$ cat config.mk
export PLATFORM = sky130hd
export DESIGN_NAME = cpu7_excp_ctl
export DESIGN_NICKNAME = d
export VERILOG_FILES = /design/src/rtl/cpu7_excp_ctl.sv
export SDC_FILE = /design/constraint.sdc
export NUM_CORES = 1
export LEC_CHECK = 0
export ABC_AREA = 1
export BUFFER_PORTS_ARGS = -buffer_cell sky130_fd_sc_hd__buf_2
export CAP_MARGIN = 20
export CORE_UTILIZATION = 40
export DETAILED_ROUTE_END_ITERATION = 7
export GPL_ROUTABILITY_DRIVEN = 0
export MAX_ROUTING_LAYER = met4
export PLACE_DENSITY = 0.72
export SETUP_SLACK_MARGIN = 0.5
export SYNTH_ARGS = -nofsm -noshare
export SYNTH_HDL_FRONTEND = slang
export SYNTH_SLANG_ARGS = --single-unit
$ cat constraint.sdc
create_clock -name clk -period 3.4 [get_ports clk]
set_input_delay 0 -clock clk [delete_from_list [all_inputs] [get_ports clk]]
set_output_delay 0 -clock clk [all_outputs]
set_load 0.01 [all_outputs]
$ cat src/rtl/cpu7_excp_ctl.sv
// cpu7_excp_ctl: exception / ERTN sequencer for the cpu7 core.
//
// Collects exception requests from the execute stage and prioritizes them
// (INT > INE > SYS > BRK > ALE > ERTN). It issues one-cycle commit pulses to
// the CSR file, then holds a fetch redirect until the fetch unit acknowledges.
// After that it keeps flush asserted for DRAIN_CYCLES more cycles while the
// pipeline drains. All outputs are registered.
//
// Ports:
//   clk, resetn          clock, asynchronous active-low reset
//   ecl_*_e              execute-stage instruction info and exception requests
//   int_pending          external/timer interrupt pending
//   csr_crmd_ie          CRMD.IE (interrupts enabled)
//   csr_eentry, csr_era  exception entry / return address from the CSR file
//   ifu_redirect_ack     fetch unit accepted the redirect
//   excp_commit/ecode/era, excp_badv_we/badv   exception-entry commit to CSRs
//   ertn_commit          ERTN commit pulse (CRMD restored from PRMD)
//   flush, redirect_vld, redirect_pc, busy     pipeline control
module cpu7_excp_ctl #(
    parameter int unsigned GRLEN        = 32,
    parameter int unsigned DRAIN_CYCLES = 2
) (
    input  logic             clk,
    input  logic             resetn,
    input  logic             ecl_valid_e,
    input  logic [GRLEN-1:0] ecl_pc_e,
    input  logic             ecl_excp_ine_e,
    input  logic             ecl_excp_sys_e,
    input  logic             ecl_excp_brk_e,
    input  logic             ecl_excp_ale_e,
    input  logic [GRLEN-1:0] ecl_ale_vaddr_e,
    input  logic             ecl_ertn_e,
    input  logic             int_pending,
    input  logic             csr_crmd_ie,
    input  logic [GRLEN-1:0] csr_eentry,
    input  logic [GRLEN-1:0] csr_era,
    input  logic             ifu_redirect_ack,
    output logic             excp_commit,
    output logic [5:0]       excp_ecode,
    output logic [GRLEN-1:0] excp_era,
    output logic             excp_badv_we,
    output logic [GRLEN-1:0] excp_badv,
    output logic             ertn_commit,
    output logic             flush,
    output logic             redirect_vld,
    output logic [GRLEN-1:0] redirect_pc,
    output logic             busy
);

    localparam logic [5:0] ECODE_INT = 6'h00;
    localparam logic [5:0] ECODE_ALE = 6'h09;
    localparam logic [5:0] ECODE_SYS = 6'h0B;
    localparam logic [5:0] ECODE_BRK = 6'h0C;
    localparam logic [5:0] ECODE_INE = 6'h0D;

    localparam logic [3:0] DRAIN_LD = 4'(DRAIN_CYCLES);

    typedef enum logic [1:0] {
        S_IDLE,
        S_REDIR,
        S_DRAIN
    } state_t;

    state_t           state_q;
    logic [3:0]       cnt_q;
    logic             commit_q;
    logic [5:0]       ecode_q;
    logic [GRLEN-1:0] era_q;
    logic             badv_we_q;
    logic [GRLEN-1:0] badv_q;
    logic             ertn_q;
    logic             flush_q;
    logic             rvld_q;
    logic [GRLEN-1:0] rpc_q;
    logic             busy_q;

    // Event decode, only meaningful while idle.
    logic       int_take;
    logic       exc_d;
    logic       ertn_d;
    logic       ale_sel_d;
    logic [5:0] ecode_d;

    always_comb begin
        int_take  = int_pending & csr_crmd_ie;
        exc_d     = ecl_valid_e & (int_take | ecl_excp_ine_e | ecl_excp_sys_e |
                                   ecl_excp_brk_e | ecl_excp_ale_e);
        ertn_d    = ecl_valid_e & ecl_ertn_e & ~exc_d;
        // ALE is the only source that writes BADV, and only when nothing above it fires.
        ale_sel_d = ecl_valid_e & ecl_excp_ale_e &
                    ~(int_take | ecl_excp_ine_e | ecl_excp_sys_e | ecl_excp_brk_e);
        ecode_d   = ECODE_ALE;
        if (int_take)            ecode_d = ECODE_INT;
        else if (ecl_excp_ine_e) ecode_d = ECODE_INE;
        else if (ecl_excp_sys_e) ecode_d = ECODE_SYS;
        else if (ecl_excp_brk_e) ecode_d = ECODE_BRK;
    end

    always_ff @(posedge clk or negedge resetn) begin
        if (!resetn) begin
            state_q   <= S_IDLE;
            cnt_q     <= '0;
            commit_q  <= 1'b0;
            ecode_q   <= '0;
            era_q     <= '0;
            badv_we_q <= 1'b0;
            badv_q    <= '0;
            ertn_q    <= 1'b0;
            flush_q   <= 1'b0;
            rvld_q    <= 1'b0;
            rpc_q     <= '0;
            busy_q    <= 1'b0;
        end else begin
            commit_q  <= 1'b0;
            ertn_q    <= 1'b0;
            badv_we_q <= 1'b0;
            case (state_q)
                S_IDLE: begin
                    if (exc_d || ertn_d) begin
                        state_q <= S_REDIR;
                        rvld_q  <= 1'b1;
                        flush_q <= 1'b1;
                        busy_q  <= 1'b1;
                    end
                    if (exc_d) begin
                        commit_q <= 1'b1;
                        ecode_q  <= ecode_d;
                        era_q    <= ecl_pc_e;
                        rpc_q    <= csr_eentry;
                        if (ale_sel_d) begin
                            badv_we_q <= 1'b1;
                            badv_q    <= ecl_ale_vaddr_e;
                        end
                    end else if (ertn_d) begin
                        ertn_q <= 1'b1;
                        rpc_q  <= csr_era;
                    end
                end
                S_REDIR: begin
                    if (ifu_redirect_ack) begin
                        rvld_q <= 1'b0;
                        cnt_q  <= DRAIN_LD;
                        if (DRAIN_CYCLES == 0) begin
                            state_q <= S_IDLE;
                            flush_q <= 1'b0;
                            busy_q  <= 1'b0;
                        end else begin
                            state_q <= S_DRAIN;
                        end
                    end
                end
                S_DRAIN: begin
                    cnt_q <= cnt_q - 4'd1;
                    if (cnt_q == 4'd1) begin
                        state_q <= S_IDLE;
                        flush_q <= 1'b0;
                        busy_q  <= 1'b0;
                    end
                end
                default: begin
                    state_q <= S_IDLE;
                    flush_q <= 1'b0;
                    rvld_q  <= 1'b0;
                    busy_q  <= 1'b0;
                end
            endcase
        end
    end

    assign excp_commit  = commit_q;
    assign excp_ecode   = ecode_q;
    assign excp_era     = era_q;
    assign excp_badv_we = badv_we_q;
    assign excp_badv    = badv_q;
    assign ertn_commit  = ertn_q;
    assign flush        = flush_q;
    assign redirect_vld = rvld_q;
    assign redirect_pc  = rpc_q;
    assign busy         = busy_q;

endmodule
==> impl_metrics.tcl, run 1 <==
set metrics [dict create \
    yosysSeqAreaShare 0.569 \
    worstSetupPathType "input pin to register" \
    yosysUniqueCellTypes 23 \
    p_int_mw 3.19 \
    port-buffer-count 244 \
    placed_area_um2 6130 \
    wl_per_cell_um 13.8 \
    synth_area_leaders "dfrtp_1 57%, nand2_1 27%, nand3_1 7.1%" \
    path_clk_slew_ns 0.07 \
    grt_pass1_wl_mm 24.5 \
    vias 5308 \
    insertedDiodeCount 0 \
    crit_slowest_cell "nand2_1" \
    ir_drop_v 0.000291 \
    start_kind "input pin" \
    grt_pass1_vias 5221 \
    cts_buffers 9 \
    synth_commonest_cells "351 x nand2_1, 111 x dfrtp_1, 69 x nand3_1, 16 x buf_2, 12 x inv_1" \
    antenna_found_initial 0 \
    fin_nets 1099 \
    dpl_worst_slack_ns 1.27 \
    synth_largest_area_cell "dfrtp_1" \
    whs_ns 0.0166 \
    leakagePower_nw 4.50 \
    async_reset_ff_frac 1.00 \
    worstPathMaxFanout 33 \
    clock_sinks 111 \
    drt_iter0_drc 290 \
    cts_resized 0 \
    fin_area_um2 7710 \
    wl_mm 15.2 \
    setup_viol 0 \
    syn_inst 606 \
    cts_tree "yes" \
    tns_ns 0 \
    max_stage_delay_ns 0.79 \
    worst_slack_ns 0.812 \
    worstPathCellList "dlygate4sd3_1 > buf_2 > nor2_4 > nand3_1 > nand2_1 > nand3_1 > nand2_1 > dlygate4sd3_1 > nand2_1 > nand2_1" \
    hp-class "input pin to register" \
    ys_warn_count 0 \
    cap_violations 0 \
    fmax_mhz 386 \
    dieWidth_um 112 \
    fillers 910 \
    combPwrFrac 0.393 \
    clkLatencyLatePin_ns 0.34 \
    final_cells 1106 \
    postRouteAntennaNets 0 \
    finalPower_mw 5.15 \
    ios 247 \
    utilization 0.661 \
    final.setup_skew_ns 0.00607 \
    post_synth.cell_area_avg_um2 8.05 \
    hpwlAfterDp_mm 8.88 \
    drc 0 \
    arrival_ns 2.86 \
    vias_per_cell 4.80 \
    grt_start_max_net_pins 62 \
    cp.required_ns 3.68 \
    syn_area_um2 4880 \
    postCtsSetupRepairBufs 0 \
    synth_ff_type "dfrtp_1" \
    p_sw_frac 0.381 \
    synth-seq-cells 111 \
    dieArea_um2 12600 \
    design.core.area_um2 11700 \
    start_util 0.418 \
    switchingPower_mw 1.96 \
    slew_viol_final 0 \
    cts-root-buf "clkbuf_16" \
    synth_top_area_frac 0.569 \
    die_h_um 112 \
    drive_above_1_share 0.285 \
    final_hold_viol_count 0 \
    status "completed" \
    power_frac_clock 0.193 \
    dpl.cell_count 962 \
    h-tree-depth 3 \
    drtPass1Iterations 7 \
    p_seq_frac 0.414 \
    period_minus_slack_ns 2.59 \
    r2r_slack_ns 1.37 \
    area_growth_syn_to_layout_pct 58.0 \
    yosys.cell_count.top_type "nand2_1" \
    grt.overflow.total 0 \
    clockBufferDepth 2 \
    cpMostUsedCell "nand2_1" \
    critPathCaptureType "register" \
    timing.final.crit_share 0.761 \
    grtUsageTotal 0.250 \
    worstMarginPinSlew_ns 1.07 \
    slew_headroom 0.283 \
    rsz0062_at_grt "false" \
    placement_rows 39 \
    synth_edf_count 0 \
    powerDensity_nw_per_um2 668 \
]
-- layer usage --
metal,share of wire,vias to the layer above,GRT usage
met5,0,-,-
met4,0.034,0,0.112
met3,0.069,44,0.0443
met2,0.49,253,0.424
met1,0.40,2438,0.290
li1,-,2573,-
-- cell usage in the layout (no fill, tap or decap), types with 2 or more instances in the layout --
cell           instances
nand2_1              351
buf_2                243
dlygate4sd3_1        127
dfrtp_1              111
nand3_1               69
inv_1                 12
clkbuf_16              9
o21ai_0                5
nor2_1                 4
inv_2                  3
buf_4                  3
nand4_4                2
nand2_2                2
o22ai_1                2
a21oi_1                2
ha_1                   2
conb_1                 2
clkinv_4               2
clkinvlp_4             2
-- state kept, by name, indices dropped and copies added, names as in the netlist --
name          cells
ertn_commit       1
redirect_vld      1
state_q           2
excp_badv_we      1
excp_commit       1
busy              1
cnt_q             4
excp_era         32
redirect_pc      32
excp_ecode        4
excp_badv        32
-- final cells by class --
cell class,count,area (um^2),area share
Sequential cell,111,2780,0.360
Inverter,16,62.6,0.00812
Clock buffer,9,225,0.0292
Timing Repair Buffer,375,2560,0.332
Multi-Input combinational cell,445,1850,0.240
Tap cell,143,179,0.0232
Clock inverter,7,57.6,0.00747
-- critical path, delay by kind of cell --
family | cells | cell delay [ns]
AND/OR/NAND/NOR | 7 | 1.59
buffers and inverters | 3 | 1.25
-- worst paths after layout --
kind                                start               to  depth (start not counted)
max                        ecl_excp_sys_e   redirect_pc[5]                         10
max in group asynchronous          resetn     excp_badv[1]                          3
min                         csr_eentry[0]   redirect_pc[0]                          5
min in group asynchronous          resetn     excp_era[12]                          2
max reg2reg                    state_q[1]  redirect_pc[23]                          7
min reg2reg                 excp_badv[21]    excp_badv[21]                          2
-- repair_timing --
item	in CTS	in global routing
endpoints found under the setup margin	0	0
hold endpoints to repair	148	0
hold buffers	127	0
-- power groups by stage --
stage	Combinational (mW)	Sequential (mW)	Clock, mW
after floorplan	0.851	2.37	0
after global placement	1.83	2.12	0
after detailed placement	1.88	2.12	0
after CTS	2.00	2.12	1.02
after global routing	2.25	2.18	1.08
final	2.02	2.13	0.992
-- cell families after synthesis --
kind of cell / count (synthesis) / synth area share
other: 1 / 0.000769
buffers and inverters: 51 / 0.0523
adders and majority gates: 2 / 0.00513
AOI/OAI and AO/OA: 9 / 0.00974
and+or+nand+nor: 430 / 0.359
DFF: 111 / 0.569
xor gates and xnor gates: 2 / 0.00359
Power figures use the tool's default switching activity.
==> run 2, diff against run 1 <==
==> constraint.sdc (replaced) <==
create_clock -name clk -period 2.45 [get_ports clk]
set_input_delay 0 -clock clk [delete_from_list [all_inputs] [get_ports clk]]
set_output_delay 0 -clock clk [all_outputs]
set_load 0.01 [all_outputs]
==> impl_metrics.tcl, run 2 (synthesis results as in run 1) <==
set metrics [dict create \
    cpMostUsedCell "nand2_1" \
    wl_per_cell_um 14.3 \
    path_clk_slew_ns 0.07 \
    arrival_ns 2.15 \
    start_util 0.418 \
    max_stage_delay_ns 0.55 \
    crit_slowest_cell "dlygate4sd3_1" \
    startpoint "ecl_excp_ine_e" \
    drt_iter0_drc 413 \
    dieArea_um2 12600 \
    slew_viol_final 0 \
    r2r_slack_ns 0.67 \
    port-buffer-count 244 \
    insertedDiodeCount 0 \
    clockBufferDepth 2 \
    critPathCaptureType "register" \
    cts_buffers 9 \
    dpl_worst_slack_ns 0.601 \
    setup_viol 0 \
    dieWidth_um 112 \
    worstPathMaxFanout 17 \
    cts_tree "yes" \
    die_h_um 112 \
    drive_above_1_share 0.288 \
    leakagePower_nw 4.58 \
    clock_sinks 111 \
    cap_violations 0 \
    crit_path_end "redirect_pc[9]" \
    ir_drop_v 0.000647 \
    worstPathCellList "dlygate4sd3_1 > buf_2 > inv_1 > nand3_1 > nand2_2 > buf_12 > nand3_1 > nand2_1 > dlygate4sd3_1 > nand2_1 > nand2_1" \
    antenna_found_initial 0 \
    rsz0062_at_grt "true" \
    min_path_cells 3 \
    hp-class "input pin to register" \
    critPathTopFamily "buffers and inverters" \
    drtPass1Iterations 5 \
    final.setup_skew_ns 0.00381 \
    timing.rr.start "state_q[1]" \
    cp.required_ns 2.74 \
    h-tree-depth 3 \
    slew_headroom 0.636 \
    grtUsageTotal 0.265 \
    postRouteAntennaNets 0 \
    design.core.area_um2 11700 \
    reg2reg_depth 7 \
    cts-root-buf "clkbuf_16" \
    status "completed" \
    final_common_cell "nand2_1" \
    crit_cells 11 \
    start_kind "input pin" \
    fmax_mhz 538 \
    clkLatencyLatePin_ns 0.35 \
    fillers 889 \
    drc 0 \
    worstMarginPinSlew_ns 0.546 \
    powerDensity_nw_per_um2 936 \
    ios 247 \
    worstSetupPathType "input pin to register" \
    vias_per_cell 4.89 \
    tns_ns 0 \
    area_growth_syn_to_layout_pct 61.4 \
    worst_slack_ns 0.591 \
    timing.final.crit_share 0.759 \
    grt_pass1_vias 5550 \
    fin_nets 1112 \
    period_minus_slack_ns 1.86 \
    vias 5463 \
    layout_common_cells "350 x nand2_1, 243 x buf_2, 133 x dlygate4sd3_1" \
    final_hold_viol_count 0 \
    hpwlAfterDp_mm 9.05 \
    grt_pass1_wl_mm 25.8 \
    wl_mm 15.9 \
    r2r_end "redirect_pc[30]" \
    grt_start_max_net_pins 48 \
    grt.overflow.total 0 \
    critPathBufInv 5 \
    placement_rows 39 \
]
==> run 2: layout make-up <==
cell class | instances | area [um^2] | share of cell area
Timing Repair Buffer | 388 | 2680 | 0.340
Clock inverter | 6 | 95.1 | 0.0121
Inverter | 16 | 65.1 | 0.00826
Multi-Input combinational cell | 445 | 1850 | 0.235
Tap cell | 143 | 179 | 0.0227
Sequential cell | 111 | 2780 | 0.353
Clock buffer | 9 | 225 | 0.0286
==> run 2: where the power goes <==
part	internal, mW	switching, mW
registers	2.56	0.391
clock network	0.900	0.683
logic	1.18	1.64
total	4.65	2.72
==> run 2: how the worst min path moves through the flow <==
stage | to | slack, ns | start
final | ertn_commit | 0.04 | ecl_valid_e
after global routing | ertn_commit | 0.05 | ecl_valid_e
after CTS | ertn_commit | 0.01 | ecl_valid_e
after detailed placement | excp_era[12] | -0.03 | resetn
after global placement | excp_era[13] | -0.03 | resetn
after floorplan | busy | -0.30 | resetn
==> run 2: worst reg2reg max path, stage by stage (launching register included) <==
cell,delay (ns)
dfrtp_1,0.40
nor2_1,0.16
and2_2,0.21
nand2_2,0.07
nand2_2,0.35
inv_4,0.27
nand2_1,0.15
nand2_1,0.06
==> run 2: metal layers <==
metal	up-vias	GRT usage	routed length [um]
met5	-	-	0
met4	0	0.143	605
met3	57	0.0751	1250
met2	299	0.439	7870
met1	2510	0.289	6210
li1	2597	-	-
==> run 2: through the flow <==
stage	cells	total power, mW	hold slack (ns)	util	instance area (um^2)
floorplan	607	4.47	-0.296	-	4880
global placement	968	5.49	-0.0283	0.529	6170
detailed placement	968	5.55	-0.0261	0.529	6170
CTS	1116	7.35	0.0118	0.671	7820
global route	1118	7.88	0.0478	0.675	7870
finish	1118	7.37	0.0407	0.675	7870
==> run 2: what timing repair did <==
item	4_1_cts	5_1_grt
hold buffers	133	0
buffers inserted	0	1
resized for setup	0	6
endpoints found under the setup margin	0	61
endpoints found under the hold margin	179	0
